===== src/rtl/fb_pkg.sv =====
`default_nettype none
// ============================================================================
// Module : fb_pkg
// Brief  : Shared frame-buffer constants, color codes, FSM state and command.
// Rev    : 1.0  initial release
// ============================================================================
package fb_pkg;

  localparam int FB_X_BITS = 11;
  localparam int FB_Y_BITS = 11;
  localparam int FB_HD     = 1280;
  localparam int FB_VD     = 1024;

  // Color codes are shared with the display path; do not renumber.
  typedef enum logic [1:0] {
    WHITE = 2'd0,
    BLACK = 2'd1,
    BLUE  = 2'd2,
    GREEN = 2'd3
  } color_e;

  typedef logic [1:0] state_t;

  localparam state_t ST_IDLE = 2'd0;
  localparam state_t ST_CLIP = 2'd1;
  localparam state_t ST_FILL = 2'd2;
  localparam state_t ST_DONE = 2'd3;

  typedef struct packed {
    logic [FB_X_BITS-1:0] x0;
    logic [FB_Y_BITS-1:0] y0;
    logic [FB_X_BITS-1:0] w;
    logic [FB_Y_BITS-1:0] h;
    color_e               color;
  } fb_cmd_t;

endpackage
`default_nettype wire


===== src/rtl/fb_xy_scanner.sv =====
`default_nettype none
// ============================================================================
// Module : fb_xy_scanner
// Brief  : Row-major 2D pixel counter with load, step and last-pixel flag.
// Rev    : 1.0  initial release
// ============================================================================
module fb_xy_scanner #(
  parameter int X_BITS = 11,
  parameter int Y_BITS = 11
) (
  input  logic              clk_i,
  input  logic              rst_i,
  input  logic              load_i,
  input  logic [X_BITS-1:0] x0_i,
  input  logic [Y_BITS-1:0] y0_i,
  input  logic [X_BITS-1:0] x_end_i,
  input  logic [Y_BITS-1:0] y_end_i,
  input  logic              step_i,
  output logic [X_BITS-1:0] x_o,
  output logic [Y_BITS-1:0] y_o,
  output logic              last_o
);

  logic [X_BITS-1:0] r_x;
  logic [Y_BITS-1:0] r_y;
  logic [X_BITS-1:0] r_x0;
  logic [X_BITS-1:0] r_x_end;
  logic [Y_BITS-1:0] r_y_end;

  always_ff @(posedge clk_i) begin
    if (rst_i) begin
      r_x     <= '0;
      r_y     <= '0;
      r_x0    <= '0;
      r_x_end <= '0;
      r_y_end <= '0;
    end else if (load_i) begin
      r_x     <= x0_i;
      r_y     <= y0_i;
      r_x0    <= x0_i;
      r_x_end <= x_end_i;
      r_y_end <= y_end_i;
    end else if (step_i) begin
      if (r_x < r_x_end) begin
        r_x <= r_x + 1'b1;
      end else begin
        r_x <= r_x0;
        r_y <= r_y + 1'b1;
      end
    end
  end

  assign x_o    = r_x;
  assign y_o    = r_y;
  assign last_o = (r_x == r_x_end) && (r_y == r_y_end);

endmodule
`default_nettype wire


===== src/rtl/fb_rect_fill_ctrl.sv =====
`default_nettype none
// ============================================================================
// Module : fb_rect_fill_ctrl
// Brief  : Clips a rectangle-fill command to the visible area and scans it
//          out as granted pixel writes, one per cycle.
// Rev    : 1.0  initial release
// ============================================================================
module fb_rect_fill_ctrl
  import fb_pkg::*;
#(
  parameter int X_BITS     = FB_X_BITS,
  parameter int Y_BITS     = FB_Y_BITS,
  parameter int HD         = FB_HD,
  parameter int VD         = FB_VD,
  parameter int COLOR_BITS = 2
) (
  input  logic                  clk_i,
  input  logic                  rst_i,
  input  logic                  cmd_valid_i,
  output logic                  cmd_ready_o,
  input  logic [X_BITS-1:0]     cmd_x0_i,
  input  logic [Y_BITS-1:0]     cmd_y0_i,
  input  logic [X_BITS-1:0]     cmd_w_i,
  input  logic [Y_BITS-1:0]     cmd_h_i,
  input  logic [COLOR_BITS-1:0] cmd_color_i,
  input  logic                  abort_i,
  input  logic                  wr_grant_i,
  output logic                  we_o,
  output logic [X_BITS-1:0]     addr_x_o,
  output logic [Y_BITS-1:0]     addr_y_o,
  output logic [COLOR_BITS-1:0] color_o,
  output logic                  busy_o,
  output logic                  done_o
);

  localparam logic [X_BITS:0] C_X_MAX = (X_BITS+1)'(HD - 1);
  localparam logic [Y_BITS:0] C_Y_MAX = (Y_BITS+1)'(VD - 1);
  localparam logic [X_BITS:0] C_X_LIM = (X_BITS+1)'(HD);
  localparam logic [Y_BITS:0] C_Y_LIM = (Y_BITS+1)'(VD);
  localparam logic [X_BITS:0] C_X_ONE = (X_BITS+1)'(1);
  localparam logic [Y_BITS:0] C_Y_ONE = (Y_BITS+1)'(1);

  state_t                r_state;
  logic                  r_ready;
  logic                  r_we;
  logic                  r_busy;
  logic                  r_done;
  logic [COLOR_BITS-1:0] r_color_out;
  logic [X_BITS-1:0]     r_x0;
  logic [Y_BITS-1:0]     r_y0;
  logic [X_BITS-1:0]     r_w;
  logic [Y_BITS-1:0]     r_h;
  logic [COLOR_BITS-1:0] r_color;

  logic [X_BITS:0]       w_x_last_raw;
  logic [Y_BITS:0]       w_y_last_raw;
  logic [X_BITS-1:0]     w_x_end;
  logic [Y_BITS-1:0]     w_y_end;
  logic                  w_empty;
  logic                  w_load;
  logic                  w_consume;
  logic                  w_step;
  logic                  w_last;

  // One extra bit keeps x0+w-1 from wrapping before the clip compare.
  assign w_x_last_raw = {1'b0, r_x0} + {1'b0, r_w} - C_X_ONE;
  assign w_y_last_raw = {1'b0, r_y0} + {1'b0, r_h} - C_Y_ONE;

  assign w_x_end = (w_x_last_raw > C_X_MAX) ? C_X_MAX[X_BITS-1:0] : w_x_last_raw[X_BITS-1:0];
  assign w_y_end = (w_y_last_raw > C_Y_MAX) ? C_Y_MAX[Y_BITS-1:0] : w_y_last_raw[Y_BITS-1:0];

  assign w_empty = (r_w == '0) || (r_h == '0) ||
                   ({1'b0, r_x0} >= C_X_LIM) || ({1'b0, r_y0} >= C_Y_LIM);

  assign w_load    = (r_state == ST_CLIP) && !abort_i && !w_empty;
  assign w_consume = (r_state == ST_FILL) && r_we && wr_grant_i;
  assign w_step    = w_consume && !abort_i && !w_last;

  fb_xy_scanner #(
    .X_BITS (X_BITS),
    .Y_BITS (Y_BITS)
  ) u_scanner (
    .clk_i   (clk_i),
    .rst_i   (rst_i),
    .load_i  (w_load),
    .x0_i    (r_x0),
    .y0_i    (r_y0),
    .x_end_i (w_x_end),
    .y_end_i (w_y_end),
    .step_i  (w_step),
    .x_o     (addr_x_o),
    .y_o     (addr_y_o),
    .last_o  (w_last)
  );

  always_ff @(posedge clk_i) begin
    if (rst_i) begin
      r_state     <= ST_IDLE;
      r_ready     <= 1'b1;
      r_we        <= 1'b0;
      r_busy      <= 1'b0;
      r_done      <= 1'b0;
      r_color_out <= '0;
      r_x0        <= '0;
      r_y0        <= '0;
      r_w         <= '0;
      r_h         <= '0;
      r_color     <= '0;
    end else begin
      r_done <= 1'b0;
      case (r_state)
        ST_IDLE: begin
          if (cmd_valid_i && r_ready) begin
            r_x0    <= cmd_x0_i;
            r_y0    <= cmd_y0_i;
            r_w     <= cmd_w_i;
            r_h     <= cmd_h_i;
            r_color <= cmd_color_i;
            r_ready <= 1'b0;
            r_busy  <= 1'b1;
            r_state <= ST_CLIP;
          end
        end
        ST_CLIP: begin
          if (abort_i || w_empty) begin
            r_done  <= 1'b1;
            r_state <= ST_DONE;
          end else begin
            r_we        <= 1'b1;
            r_color_out <= r_color;
            r_state     <= ST_FILL;
          end
        end
        ST_FILL: begin
          // A write granted on the abort edge still counts; nothing follows it.
          if (abort_i || (w_consume && w_last)) begin
            r_we    <= 1'b0;
            r_done  <= 1'b1;
            r_state <= ST_DONE;
          end
        end
        ST_DONE: begin
          r_busy  <= 1'b0;
          r_ready <= 1'b1;
          r_state <= ST_IDLE;
        end
        default: begin
          r_we    <= 1'b0;
          r_busy  <= 1'b0;
          r_ready <= 1'b1;
          r_state <= ST_IDLE;
        end
      endcase
    end
  end

  assign cmd_ready_o = r_ready;
  assign we_o        = r_we;
  assign color_o     = r_color_out;
  assign busy_o      = r_busy;
  assign done_o      = r_done;

endmodule
`default_nettype wire


===== config.mk =====
export PLATFORM = sky130hd
export DESIGN_NAME = fb_rect_fill_ctrl
export DESIGN_NICKNAME = d
export VERILOG_FILES = /design/src/rtl/fb_pkg.sv /design/src/rtl/fb_xy_scanner.sv /design/src/rtl/fb_rect_fill_ctrl.sv
export SDC_FILE = /design/constraint.sdc
export NUM_CORES = 1
export LEC_CHECK = 0
export ABC_CLOCK_PERIOD_IN_PS = 3500
export CAP_MARGIN = 20
export CORE_ASPECT_RATIO = 0.8
export CORE_UTILIZATION = 42
export CTS_CLUSTER_DIAMETER = 60
export DETAILED_ROUTE_END_ITERATION = 7
export PLACE_DENSITY_LB_ADDON = 0.1
export REMOVE_ABC_BUFFERS = 1
export SETUP_SLACK_MARGIN = 0.4
export SKIP_LAST_GASP = 1
export SLEW_MARGIN = 20
export SYNTH_ARGS = -nofsm -noshare
export SYNTH_HDL_FRONTEND = slang
export SYNTH_SLANG_ARGS = --single-unit

===== constraint.sdc =====
create_clock -name clk_i -period 3.5 [get_ports clk_i]
set_input_delay 0.875 -clock clk_i [delete_from_list [all_inputs] [get_ports clk_i]]
set_output_delay 0.875 -clock clk_i [all_outputs]
set_load 0.02 [all_outputs]

==> flow_summary.toml <==
[setup_path]
cp_common_cell = "inv_1"
startpoint = "r_x0[1]"
critPathTopFamily = "adder cells"
crit_chain = "inv_1 > ha_1 > inv_1 > ha_1 > inv_1 > fa_1 > nor2b_1 > o31a_1 > o21ai_1 > a21oi_2 > mux2i_4 > nand2b_1 > o31ai_1"
cpMaxStageDelayCell = "fa_1"
r2r_slack_ns = 0.59
path_class = "register to register"
r2r_start = "r_x0[1]"
crit_fanout = 6
rr_worst_depth = 13
endpoint_kind = "register"
start_kind = "register"
worst_path_largest_cell_delay_ns = 0.40
rr_endpoint = "u_scanner.r_x_end[9]"
worstPathRequired_ns = 3.77
arrival_ns = 3.18
critPathBufInv = 3

[cells_and_area]
syn_to_final_growth_pct = 19.36
final_util_pct = 52.40
drive_gt1_share_pct = 5.750
fin_cells = 1071
fillCellCount = 1385
n_antenna_cell = 0
nets = 995

[power_and_ir_drop]
power_frac_seq_pct = 27.1
leakagePower_nw = 3.058
clkPwrFrac_pct = 16.4
combPwrFrac_pct = 56.6
peakVddDrop_v = 0.0004254
p_int_mw = 3.352
powerDensity_mw_per_mm2 = 800.5
power.net_switching_mw = 2.767
swShare_pct = 45.22

[logic_synthesis]
synth_cell_type_count = 59
ys_ff_latch = 109
synth_area_mm2 = 0.006405
synth_edf_count = 0
synthArstFlopShare_pct = 0
syn_avg_cell_area_um2 = 7.830
synth_cells = 818
synth_flop_cell = "dfxtp_1"
yosysSeqAreaShare_pct = 34.07
synth_warnings = 0

[sta]
worst_clock_skew_ns = 0.006892
drv_slew = 0
finalCritPeriodShare_pct = 83.07
period_needed_ns = 2.907
rsz0062_at_grt = "no"
relSlewSlack_pct = 54.92
setup_slack_ns = 0.5927
worstMarginPinSlew_ns = 0.6674
setup_viol = 0
hold_viol = 0
fin_tns_setup_ns = 0
clock.fmax_ghz = 0.3440

[job]
cap_violations = 0

[place]
post-place-cells = 1051
port_buffers = 78
hpwl_mm = 11.96
gp_congestion = 0.8969
pre_cts_ws_ns = 0.4734

[clocking]
cts_sinks = 109
insertion_delay_ns = 0.36
clk_pin_slew_worst_paths_ns = 0.08
root_buffer = "clkbuf_16"
clockBufferDepth = 2
htree_levels = 3
cts_tree = "built"
cts-buffers-inserted = 9

[global_route]
gr-total-overflow = 0
grt_start_max_net_pins = 64
grt_usage_pct = 21.11
grt_pass1_vias = 5265
antenna_found_initial = 0
grt_pass1_wl_mm = 26.35

[floorplanning]
num_rows = 39
start_util_pct = 43.90
die_h_um = 112.5
core_area_mm2 = 0.01459
io_pins = 79
fp.dieArea_mm2 = 0.01575
die_w_um = 140.1

[status]
status = "completed"

[worst_hold_path]
whs_path_depth = 2
min_to = "u_scanner.r_x0[0]"
hold_path.class = "register to register"
hp-start = "u_scanner.r_x0[0]"

[routing]
wire_per_inst_um = 14.94
drc_errors = 0
avgViaCountPerCell = 5.204
firstDrtPassIters = 5
ant_nets = 0
wl_mm = 16.00
drt_iter0_drc = 367
via_count = 5574
## sequential cells by signal, indices dropped and copies added, names as in the netlist, 11 cells and up
register / flops
r_h: 11
r_w: 11
r_x0: 11
r_y0: 11
u_scanner.r_x0: 11
u_scanner.r_x_end: 11
u_scanner.r_y_end: 11
u_scanner.x_o: 11
u_scanner.y_o: 11
## timing repair
item                                    in CTS  in global routing
endpoints found under the setup margin       0                 12
gates resized for setup                      0                  3
buffers inserted                             0                  4
hold buffers                                 0                  0
## metal layers
layer / wire length, um / part of all wire (%) / global-route usage [%]
met4: 157 / 0.98 / 5.788
met5: 0 / 0 / 0
met3: 744 / 4.7 / 3.797
met2: 6369 / 40 / 30.57
met1: 8728 / 55 / 31.72
## power groups by stage
stage               Combinational (mW)  Sequential [mW]  Clock [mW]
floorplan                         2.48             1.67           0
global placement                  3.32             1.68           0
detailed placement                3.40             1.69           0
CTS                               3.42             1.66        1.03
global route                      3.85             1.69        1.08
finish                            3.46             1.66        1.00
## Yosys cell counts, types with 8 or more instances
cell      count  area, um^2
nor3_1        9       45.04
dfxtp_1     109        2182
nand2_1     138       518.0
nor2b_1       8       50.05
and3_1       10       62.56
clkbuf_1     26       97.59
xor2_1       25       219.0
o21ai_0      13       65.06
a211oi_1     26       195.2
nand3_1      18       90.09
a21o_1        8       60.06
ha_1         60       750.7
a311oi_1      8       70.07
xnor2_1      12       105.1
nor4_1       11       68.82
nor2_1       49       183.9
inv_1       104       390.4
a21oi_1      92       460.4
## worst max-delay path by stage
stage	endpoint	slack (ns)	cells past startpoint
final	u_scanner.r_x_end[9]	0.59	13
after global routing	u_scanner.r_y_end[3]	0.42	13
after CTS	u_scanner.r_x_end[9]	0.45	13
after detailed placement	u_scanner.r_x_end[9]	0.47	13
after global placement	u_scanner.r_y_end[0]	0.67	7
after floorplan	u_scanner.x_o[5]	0.34	7
## stage by stage
stage / area (um^2) / hold WS [ns] / power [mW]
2_1_floorplan: 6222 / 0.4260 / 4.155
6_report: 7645 / 0.4565 / 6.120
3_3_place_gp: 7317 / 0.4419 / 4.999
5_1_grt: 7645 / 0.4746 / 6.623
3_5_place_dp: 7317 / 0.4466 / 5.084
4_1_cts: 7599 / 0.4576 / 6.104
## placed cells by master, fill, tap and decap left out, types with 9 or more instances in the layout
cell | synthesis | layout
nor3_1 | 9 | 9
dfxtp_1 | 109 | 109
xor2_1 | 25 | 25
ha_1 | 60 | 60
nor2_1 | 49 | 49
clkdlybuf4s50_1 | 0 | 77
and3_1 | 10 | 9
inv_1 | 104 | 104
nor4_1 | 11 | 11
clkbuf_16 | 0 | 9
xnor2_1 | 12 | 12
buf_4 | 1 | 13
a21oi_1 | 92 | 90
nand3_1 | 18 | 17
nand2_1 | 138 | 138
o21ai_0 | 13 | 13
a211oi_1 | 26 | 26
## tightest hold or removal path, stage by stage, from the launching register on
cell and delay (ns):
dfxtp_1 0.31, nand2_1 0.05, a21oi_1 0.05
## cell type report
class                           count  area, um^2  area share, %
Clock buffer                        9       225.2          2.946
Timing Repair Buffer               91       888.4          11.62
Clock inverter                      7       56.30         0.7365
Sequential cell                   109        2182          28.54
Tap cell                          184       230.2          3.011
Inverter                          104       390.4          5.106
Multi-Input combinational cell    567        3672          48.04
## cells by family (layout without fill, tap and decap cells)
family | Yosys count | count (layout) | share of synthesized area [%]
adder cells (fa/ha/maj) | 62 | 62 | 12.35
multiplexers | 9 | 9 | 1.485
AO/OA/AOI/OAI | 190 | 190 | 18.81
buffers and inverters | 142 | 211 | 8.947
flip-flops | 109 | 109 | 34.07
XOR/XNOR | 37 | 37 | 5.060
AND/OR/NAND/NOR | 269 | 269 | 19.28
Note: power is estimated with default switching activity, not from simulation.
